$ cat src/rtl/key_debounce_tick_pkg.sv
// Shared types and constants for the tick-sampled key debouncer.
// State encoding, the default stability depth and the counter width helper.
package key_debounce_tick_pkg;

  typedef enum logic [1:0] {
    RELEASED     = 2'd0,
    PRESS_WAIT   = 2'd1,
    PRESSED      = 2'd2,
    RELEASE_WAIT = 2'd3
  } key_state_e;

  localparam int STABLE_TICKS_DEFAULT = 20;

  // Wide enough to hold STABLE_TICKS; the counter itself never passes STABLE_TICKS-1.
  function automatic int cnt_width(input int stable_ticks);
    return $clog2(stable_ticks + 1);
  endfunction

endpackage

$ cat src/rtl/key_debounce_tick_if.sv
// Key-side bundle of the debouncer: raw pins in, clean level and pulses out.
// The debouncer is the slave; the entry logic / bench drives the raw pins as master.
interface key_debounce_tick_if #(
  parameter int NUM_KEYS = 4
);

  logic [NUM_KEYS-1:0] key_raw;
  logic [NUM_KEYS-1:0] key_level;
  logic [NUM_KEYS-1:0] key_press;
  logic [NUM_KEYS-1:0] key_release;
  logic                tick;

  modport master (
    output key_raw,
    input  key_level,
    input  key_press,
    input  key_release,
    input  tick
  );

  modport slave (
    input  key_raw,
    output key_level,
    output key_press,
    output key_release,
    output tick
  );

endinterface

$ cat src/rtl/key_debounce_fsm.sv
// Single-key debounce FSM: accepts a level change only after STABLE_TICKS
// consecutive tick samples agree, and emits registered level and edge pulses.
module key_debounce_fsm
  import key_debounce_tick_pkg::*;
#(
  parameter int STABLE_TICKS = STABLE_TICKS_DEFAULT
) (
  input  logic clock,
  input  logic reset,
  input  logic tick_i,
  input  logic key_i,
  output logic level_o,
  output logic press_o,
  output logic release_o
);

  localparam int              CW   = cnt_width(STABLE_TICKS);
  localparam logic [CW-1:0]   ONE  = CW'(1);
  localparam logic [CW-1:0]   LAST = CW'(STABLE_TICKS - 1);

  key_state_e    state_q;
  logic [CW-1:0] cnt_q;
  logic          level_q;
  logic          press_q;
  logic          release_q;

  // NOTE: state, counter and outputs all use non-blocking assignments so every
  // branch reads the pre-edge values, regardless of statement order.
  always_ff @(posedge clock or negedge reset) begin
    if (!reset) begin
      state_q   <= RELEASED;
      cnt_q     <= '0;
      level_q   <= 1'b0;
      press_q   <= 1'b0;
      release_q <= 1'b0;
    end else begin
      press_q   <= 1'b0;
      release_q <= 1'b0;
      if (tick_i) begin
        case (state_q)
          RELEASED: begin
            if (key_i) begin
              cnt_q   <= ONE;
              state_q <= PRESS_WAIT;
            end
          end
          PRESS_WAIT: begin
            if (!key_i) begin
              cnt_q   <= '0;
              state_q <= RELEASED;
            end else if (cnt_q == LAST) begin
              cnt_q   <= '0;
              state_q <= PRESSED;
              level_q <= 1'b1;
              press_q <= 1'b1;
            end else begin
              cnt_q <= cnt_q + ONE;
            end
          end
          PRESSED: begin
            if (!key_i) begin
              cnt_q   <= ONE;
              state_q <= RELEASE_WAIT;
            end
          end
          RELEASE_WAIT: begin
            // Bounce back to pressed keeps the level high and emits nothing.
            if (key_i) begin
              cnt_q   <= '0;
              state_q <= PRESSED;
            end else if (cnt_q == LAST) begin
              cnt_q     <= '0;
              state_q   <= RELEASED;
              level_q   <= 1'b0;
              release_q <= 1'b1;
            end else begin
              cnt_q <= cnt_q + ONE;
            end
          end
        endcase
      end
    end
  end

  assign level_o   = level_q;
  assign press_o   = press_q;
  assign release_o = release_q;

endmodule

$ cat src/rtl/key_debounce_tick.sv
// Debouncer top: turns the 1 kHz divided clock into a one-cycle sample strobe,
// synchronises the raw keys and runs one debounce FSM per key.
module key_debounce_tick
  import key_debounce_tick_pkg::*;
#(
  parameter int NUM_KEYS     = 4,
  parameter int STABLE_TICKS = STABLE_TICKS_DEFAULT,
  parameter int ACTIVE_LOW   = 1
) (
  input  logic               clock,
  input  logic               reset,
  input  logic               slow_clk,
  key_debounce_tick_if.slave bus
);

  logic                slow_meta_q;
  logic                slow_sync_q;
  logic                slow_prev_q;
  logic                tick_q;
  logic                tick_d;
  logic [NUM_KEYS-1:0] key_meta_q;
  logic [NUM_KEYS-1:0] key_sync_q;
  logic [NUM_KEYS-1:0] key_s;
  logic [NUM_KEYS-1:0] level_w;
  logic [NUM_KEYS-1:0] press_w;
  logic [NUM_KEYS-1:0] release_w;

  // slow_clk is only ever data here; its synced rising edge becomes the strobe.
  assign tick_d = slow_sync_q & ~slow_prev_q;

  always_ff @(posedge clock or negedge reset) begin
    if (!reset) begin
      slow_meta_q <= 1'b0;
      slow_sync_q <= 1'b0;
      slow_prev_q <= 1'b0;
      tick_q      <= 1'b0;
      key_meta_q  <= '0;
      key_sync_q  <= '0;
    end else begin
      slow_meta_q <= slow_clk;
      slow_sync_q <= slow_meta_q;
      slow_prev_q <= slow_sync_q;
      tick_q      <= tick_d;
      key_meta_q  <= bus.key_raw;
      key_sync_q  <= key_meta_q;
    end
  end

  assign key_s = (ACTIVE_LOW != 0) ? ~key_sync_q : key_sync_q;

  for (genvar i = 0; i < NUM_KEYS; i++) begin : g_key
    key_debounce_fsm #(
      .STABLE_TICKS(STABLE_TICKS)
    ) u_fsm (
      .clock    (clock),
      .reset    (reset),
      .tick_i   (tick_q),
      .key_i    (key_s[i]),
      .level_o  (level_w[i]),
      .press_o  (press_w[i]),
      .release_o(release_w[i])
    );
  end

  assign bus.key_level   = level_w;
  assign bus.key_press   = press_w;
  assign bus.key_release = release_w;
  assign bus.tick        = tick_q;

endmodule

$ cat src/flat_wrapper.sv
// flat-port wrapper written by rule: the top's interface ports become plain ports
module key_debounce_tick_flat import key_debounce_tick_pkg::*;
#(
  parameter int NUM_KEYS     = 4,
  parameter int STABLE_TICKS = STABLE_TICKS_DEFAULT,
  parameter int ACTIVE_LOW   = 1
)
  (clock, reset, slow_clk, bus_key_raw, bus_key_level, bus_key_press, bus_key_release, bus_tick);
  key_debounce_tick_if #(.NUM_KEYS(NUM_KEYS)) bus_i ();
  input  logic clock;
  input  logic reset;
  input  logic slow_clk;
  input wire logic [$bits(bus_i.key_raw)-1:0] bus_key_raw;
  output wire logic [$bits(bus_i.key_level)-1:0] bus_key_level;
  output wire logic [$bits(bus_i.key_press)-1:0] bus_key_press;
  output wire logic [$bits(bus_i.key_release)-1:0] bus_key_release;
  output wire logic [$bits(bus_i.tick)-1:0] bus_tick;
  assign bus_i.key_raw = bus_key_raw;
  assign bus_key_level = bus_i.key_level;
  assign bus_key_press = bus_i.key_press;
  assign bus_key_release = bus_i.key_release;
  assign bus_tick = bus_i.tick;
  key_debounce_tick #(.NUM_KEYS(NUM_KEYS), .STABLE_TICKS(STABLE_TICKS), .ACTIVE_LOW(ACTIVE_LOW)) u_core (.clock(clock), .reset(reset), .slow_clk(slow_clk), .bus(bus_i));
endmodule
$ cat config.mk
export PLATFORM = sky130hd
export DESIGN_NAME = key_debounce_tick_flat
export DESIGN_NICKNAME = d
export VERILOG_FILES = /design/src/rtl/key_debounce_tick_pkg.sv /design/src/rtl/key_debounce_tick_if.sv /design/src/rtl/key_debounce_fsm.sv /design/src/rtl/key_debounce_tick.sv /design/src/flat_wrapper.sv
export SDC_FILE = /design/constraint.sdc
export NUM_CORES = 1
export LEC_CHECK = 0
export ABC_CLOCK_PERIOD_IN_PS = 1350
export CAP_MARGIN = 20
export CORE_ASPECT_RATIO = 1.1
export CORE_UTILIZATION = 37
export DETAILED_ROUTE_END_ITERATION = 16
export PLACE_DENSITY_LB_ADDON = 0.2
export SKIP_LAST_GASP = 1
export SYNTH_ARGS = -nofsm -noshare
export SYNTH_HDL_FRONTEND = slang
export SYNTH_SLANG_ARGS = --single-unit
$ cat constraint.sdc
create_clock -name clock -period 1.35 [get_ports clock]
set_input_delay 0.27 -clock clock [delete_from_list [all_inputs] [get_ports clock]]
set_output_delay 0.27 -clock clock [all_outputs]
set_load 0.01 [all_outputs]
== Word level (Yosys, flattened, before mapping) ==
Index checks and enable logic that the tools add are counted.
Operators by class
  add/sub/neg operators: 4
  equality and inequality tests: 48
  multiplexer cells: 100
  bitwise logic cells: 3
  reductions and logical operators: 20
Operators by type and width (number)
  two-way mux 5 bit: 20
  one-hot mux 5 bit (4 select lines): 4
  two-way mux 2 bit: 24
  two-way mux 1 bit: 44
  != test 2 bit (second input constant): 16
  one-hot mux 2 bit (4 select lines): 4
  AND reduction 6 bit: 4
  adder 5 x 1 -> 5 bit (second input constant): 4
  equality test 5 bit (second input constant): 4
  AND reduction 5 bit: 4
  equality test 2 bit (second input constant): 8
  != test 2 x 1 -> 1 bit (second input constant): 8
  != test 3 x 2 -> 1 bit (second input constant): 4
  != test 3 bit (second input constant): 4
  AND reduction 3 bit: 4
  equality test 2 x 1 -> 1 bit (second input constant): 4
  logical NOT 2 bit: 4
  one-hot mux 1 bit (2 select lines): 4
  nonzero test 2 bit: 4
  inverter 4 bit: 1
  AND 1 bit: 1
  inverter 1 bit: 1
Storage, ports and cells
  register bits after elaboration: 52
  bits of input ports: 7
  output and inout bits: 13
  word-level logic and storage cells: 201

== Logic depth before layout (Yosys ltp) ==
  word-level depth: 5
  mapped depth: 5
  gate-level depth less buffers: 4

== Hierarchy ==
From an unflattened synthesis, not the netlist that was laid out.
Unflattened totals
  cells, all modules: 205
  area total of the unflattened synthesis: 2371.0 um^2
By module, submodules not included
  key_debounce_fsm: times used 4, cells each 47, area each 510.5 um^2, seq. area each 250.2 um^2
  key_debounce_tick: times used 1, cells each 17, area each 329.1 um^2, seq. area each 300.3 um^2

== Worst setup path after synthesis ==
OpenSTA, ideal clock, no wires.
  kind: reg-to-reg
  start: register u_core.g_key[3].u_fsm.cnt_q[0]
  end: register (tool-made name)
  setup time: 0.128 ns
  data arrival time: 1.187 ns
  data required time: 1.222 ns
  path slack: 0.036 ns
  cell stages (with the launch flop): 5
  path buffers: 0
  clock period less this slack: 1.314 ns
  path through: dfrtp_1 -> ha_1 -> nand3b_2 -> nor2_1 -> mux2_1
RTL lines
  start, declared: line key_debounce_fsm.sv:22  | logic [CW-1:0] cnt_q;
  start signal, assigned: line key_debounce_fsm.sv:57  | cnt_q <= cnt_q + ONE;
  start signal, assigned: line key_debounce_fsm.sv:77  | cnt_q <= cnt_q + ONE;

== Final worst setup path ==
  start: register u_core.g_key[3].u_fsm.cnt_q[2]
  end: register u_core.g_key[3].u_fsm.level_q
On the way
  word-level cells in the longest chain between the ends: 3
  elaborated cells on any way between the ends: 4
  classes of those cells: eq/ne (3); reduce/logical (1)
Ends and longest elaborated chain
  equality test 5 bit *: line key_debounce_fsm.sv:51, key_debounce_fsm.sv:71
  != test 2 bit (no source line)
  AND reduction 6 bit (no source line) *
  end signal, assigned: line key_debounce_fsm.sv:33  | level_q <= 1'b0;
  end signal, assigned: line key_debounce_fsm.sv:54  | level_q <= 1'b1;
  end signal, assigned: line key_debounce_fsm.sv:74  | level_q <= 1'b0;
  end, declared: line key_debounce_fsm.sv:23  | logic level_q;
Mark *: on every way between the ends. The rest lies on a longest branch, timed or not.
A chain may end at the register's enable or synchronous reset.

==> flow_summary.yaml <==
status:
  status: "complete, no violations"
final_layout:
  final_util_pct: 44.3
  area_growth_syn_to_layout_pct: 16.2
  instances_no_fill: 320
  nets: 249
  drive_above_1_share_pct: 18.5
  insertedDiodeCount: 0
clock_tree:
  clkLatencyLatePin_ns: 0.30
  path_clk_slew_ns: 0.09
  cts_buffer_depth: 2
  clockRootBuffer: "clkbuf_8"
  cts_tree: "yes"
  htreeDepth: 2
  numCtsBuffers: 5
  clock_sink_count: 52
sta:
  max-slew-margin-rel_pct: 76.3
  fmax_mhz: 769
  min_period_over_period_pct: 96.3
  setup_viol_count_final: 0
  final_hold_viol_count: 0
  skew_ns: 0.00711
  hold_ws_ns: 0.348
  rsz0062_at_grt: "yes"
  worstMarginPinSlew_ns: 0.355
  final.min_clock_period_ns: 1.30
  setup_ws_ns: 0.0503
  slew_violations: 0
routing:
  wl_per_cell_um: 12.9
  drt-pass1-iter-count: 6
  via_count: 1625
  vias_per_cell: 5.08
  drtAntennaViolNets: 0
  route.detailed.drc: 0
  routed_wl_mm: 4.13
  drtIter0Drc: 45
synthesis:
  yosys_warnings: 0
  async_flop_share_pct: 100
  synth_top_flop_cell: "dfrtp_1"
  syn-cell-area_um2: 2520
  seq_area_frac_synth_pct: 51.7
  synth_nets: 225
  yosysUniqueCellTypes: 46
  yosys.area.top_type: "dfrtp_1"
  synth-edff-count: 0
  synthCells: 214
  synth_top_cell_area_share_pct: 51.7
  synthTopCellsByArea: "dfrtp_1 52%, o2bb2ai_1 5.2%, mux2i_1 4.0%"
  post_synth.cell_area_avg_um2: 11.8
  synth-seq-cells: 52
worst_hold_path:
  hp-start: "u_core.slow_meta_q$_DFF_PN0_"
  hp-class: "flip-flop to flip-flop"
setup_path:
  worstPathArrival_ns: 1.49
  critPathKind: "flip-flop to flip-flop"
  cpLargestDelayFamily: "flip-flops"
  cp_cell_sequence: "nand3b_2 > buf_4 > o31ai_1 > a2bb2oi_1"
  cp-startpoint: "u_core.g_key[3].u_fsm.cnt_q[2]$_DFFE_PN0P_"
  cp.buffers_inverters: 1
  cp.required_ns: 1.54
  cp_max_fo: 7
  r2r_start: "u_core.g_key[3].u_fsm.cnt_q[2]$_DFFE_PN0P_"
  end_kind: "flip-flop"
  cpMaxStageDelayCell: "dfrtp_1"
  cpPeakStageDelay_ns: 0.45
  cp-start-kind: "flip-flop"
placement:
  post-place-cells: 311
  globalplace.congestion: 0.740
  dpl_worst_slack_ns: 0.00556
  numPortBuffers: 19
  dp_hpwl_mm: 2.76
run:
  max-cap-violations: 0
floorplanning:
  rows: 31
  core_um2: 6590
  die_w_um: 80.6
  pin_count: 20
  dieArea_um2: 7130
  initial_core_util_pct: 38.2
  die_y_um: 88.5
pwr:
  powerDensity_nw_per_um2: 1150
  switchingPower_uw: 949
  ir_drop_mv: 0.530
  pwr-share-seq_pct: 56.8
  power_leakage_nw: 1.35
  combPwrFrac_pct: 18.2
  p_int_mw: 2.41
  switching_share_pct: 28.2
  pwr-share-clk_pct: 25.0
grt:
  antenna_found_initial: 0
  grt_pass1_wl_mm: 6.87
  grt_usage_pct: 12.5
  grt_pass1_vias: 1508
  grt-ovfl-total: 0
  grt_max_degree: 53
routing by layer:
metal  part of all wire [%]  global-route usage (%)
met4                    1.8                    5.36
met2                     49                    20.7
met1                     47                    15.7
met5                      0                       0
met3                    2.2                    2.78
power groups by stage:
stage,Clock [mW],Sequential (mW),Combinational [mW]
detailed placement,0,1.92,0.587
finish,0.839,1.91,0.613
CTS,0.893,1.89,0.595
floorplan,0,1.90,0.388
global route,0.948,1.94,0.687
global placement,0,1.92,0.574
through the flow:
step	power, mW	area, um2	TNS, ns
2_1_floorplan	2.29	2520	0
3_3_place_gp	2.49	2800	0
3_5_place_dp	2.51	2800	0
4_1_cts	3.38	2880	0
5_1_grt	3.57	2920	-0.0267
6_report	3.36	2920	0
final cells by class:
cell class | count | area [um2]
Fill cell | 631 | 3670
Sequential cell | 52 | 1300
Multi-Input combinational cell | 135 | 1090
Timing Repair Buffer | 34 | 309
Tap cell | 82 | 103
Clock buffer | 5 | 68.8
Inverter | 10 | 37.5
Clock inverter | 2 | 12.5
worst reg2reg max path, cell delays in order, from the launching register on:
cell and delay, ns:
dfrtp_1 0.45, nand3b_2 0.25, buf_4 0.16, o31ai_1 0.23
a2bb2oi_1 0.10
registers in the layout, indices dropped and copies added, names as in the netlist, 4 cells and up, named ones only:
| signal | cells |
|---|---|
| u_core.g_key.u_fsm.cnt_q | 20 |
| u_core.g_key.u_fsm.level_o | 4 |
| u_core.g_key.u_fsm.press_o | 4 |
| u_core.g_key.u_fsm.release_o | 4 |
| u_core.g_key.u_fsm.state_q | 4 |
| u_core.key_meta_q | 4 |
| u_core.key_sync_q | 4 |
Yosys cell counts, types with 4 or more instances:
cell and number:
buf_4 13, nand2_1 12, mux2i_1 10, o2bb2ai_1 15, o21ai_0 7, a21oi_1 9, xnor2_2 4, dfrtp_1 52
nor3_1 4, nand3_1 13, nor2b_1 13, inv_1 10, ha_1 4, o211ai_1 4
what timing repair did:
action | 4_1_cts | 5_1_grt
hold endpoints to repair | 52 | 0
setup buffers | 0 | 1
hold buffers | 1 | 0
gates resized for setup | 15 | 6
endpoints found under the setup margin | 15 | 5
worst paths after layout:
path | end | slack (ns) | cells past startpoint
worst min-delay path | u_core.slow_sync_q$_DFF_PN0_ | 0.35 | 0
worst max register to register | u_core.g_key[3].u_fsm.level_o$_DFFE_PN0P_ | 0.05 | 4
min in group asynchronous | u_core.key_meta_q[0]$_DFF_PN0_ | 0.47 | 3
worst max-delay path | u_core.g_key[3].u_fsm.level_o$_DFFE_PN0P_ | 0.05 | 4
max in group asynchronous | u_core.g_key[1].u_fsm.release_o$_DFF_PN0_ | 0.63 | 3
worst min register to register | u_core.slow_sync_q$_DFF_PN0_ | 0.35 | 0
cells by family (layout without fill, tap and decap cells):
| family | count (synthesis) | after routing | synth area share, % |
|---|---|---|---|
| compound gates | 52 | 52 | 15.8 |
| xor+xnor | 4 | 4 | 2.59 |
| fa+ha+maj | 4 | 4 | 1.99 |
| buf+inv | 27 | 51 | 6.41 |
| flops | 52 | 52 | 51.7 |
| mux | 11 | 11 | 4.43 |
| simple gates | 64 | 64 | 17.1 |
cells in the final DEF (no fill, tap or decap), drive strengths merged, types with 2 or more instances in the layout:
cell type       n
dfrtp          52
o2bb2ai        15
buf            15
nand3          14
nor2b          13
dlygate4sd2    13
nand2          12
o21ai          12
inv            10
mux2i          10
a21oi           9
clkbuf          5
clkdlybuf4s50   5
nor3            5
xnor2           4
o211ai          4
nand4bb         4
ha              4
and3            3
nor2            2
nor4            2
o311ai          2
a2bb2oi         2
a31oi           2
and3b           2
nand3b          2
Note: power is estimated with default switching activity, not from simulation.
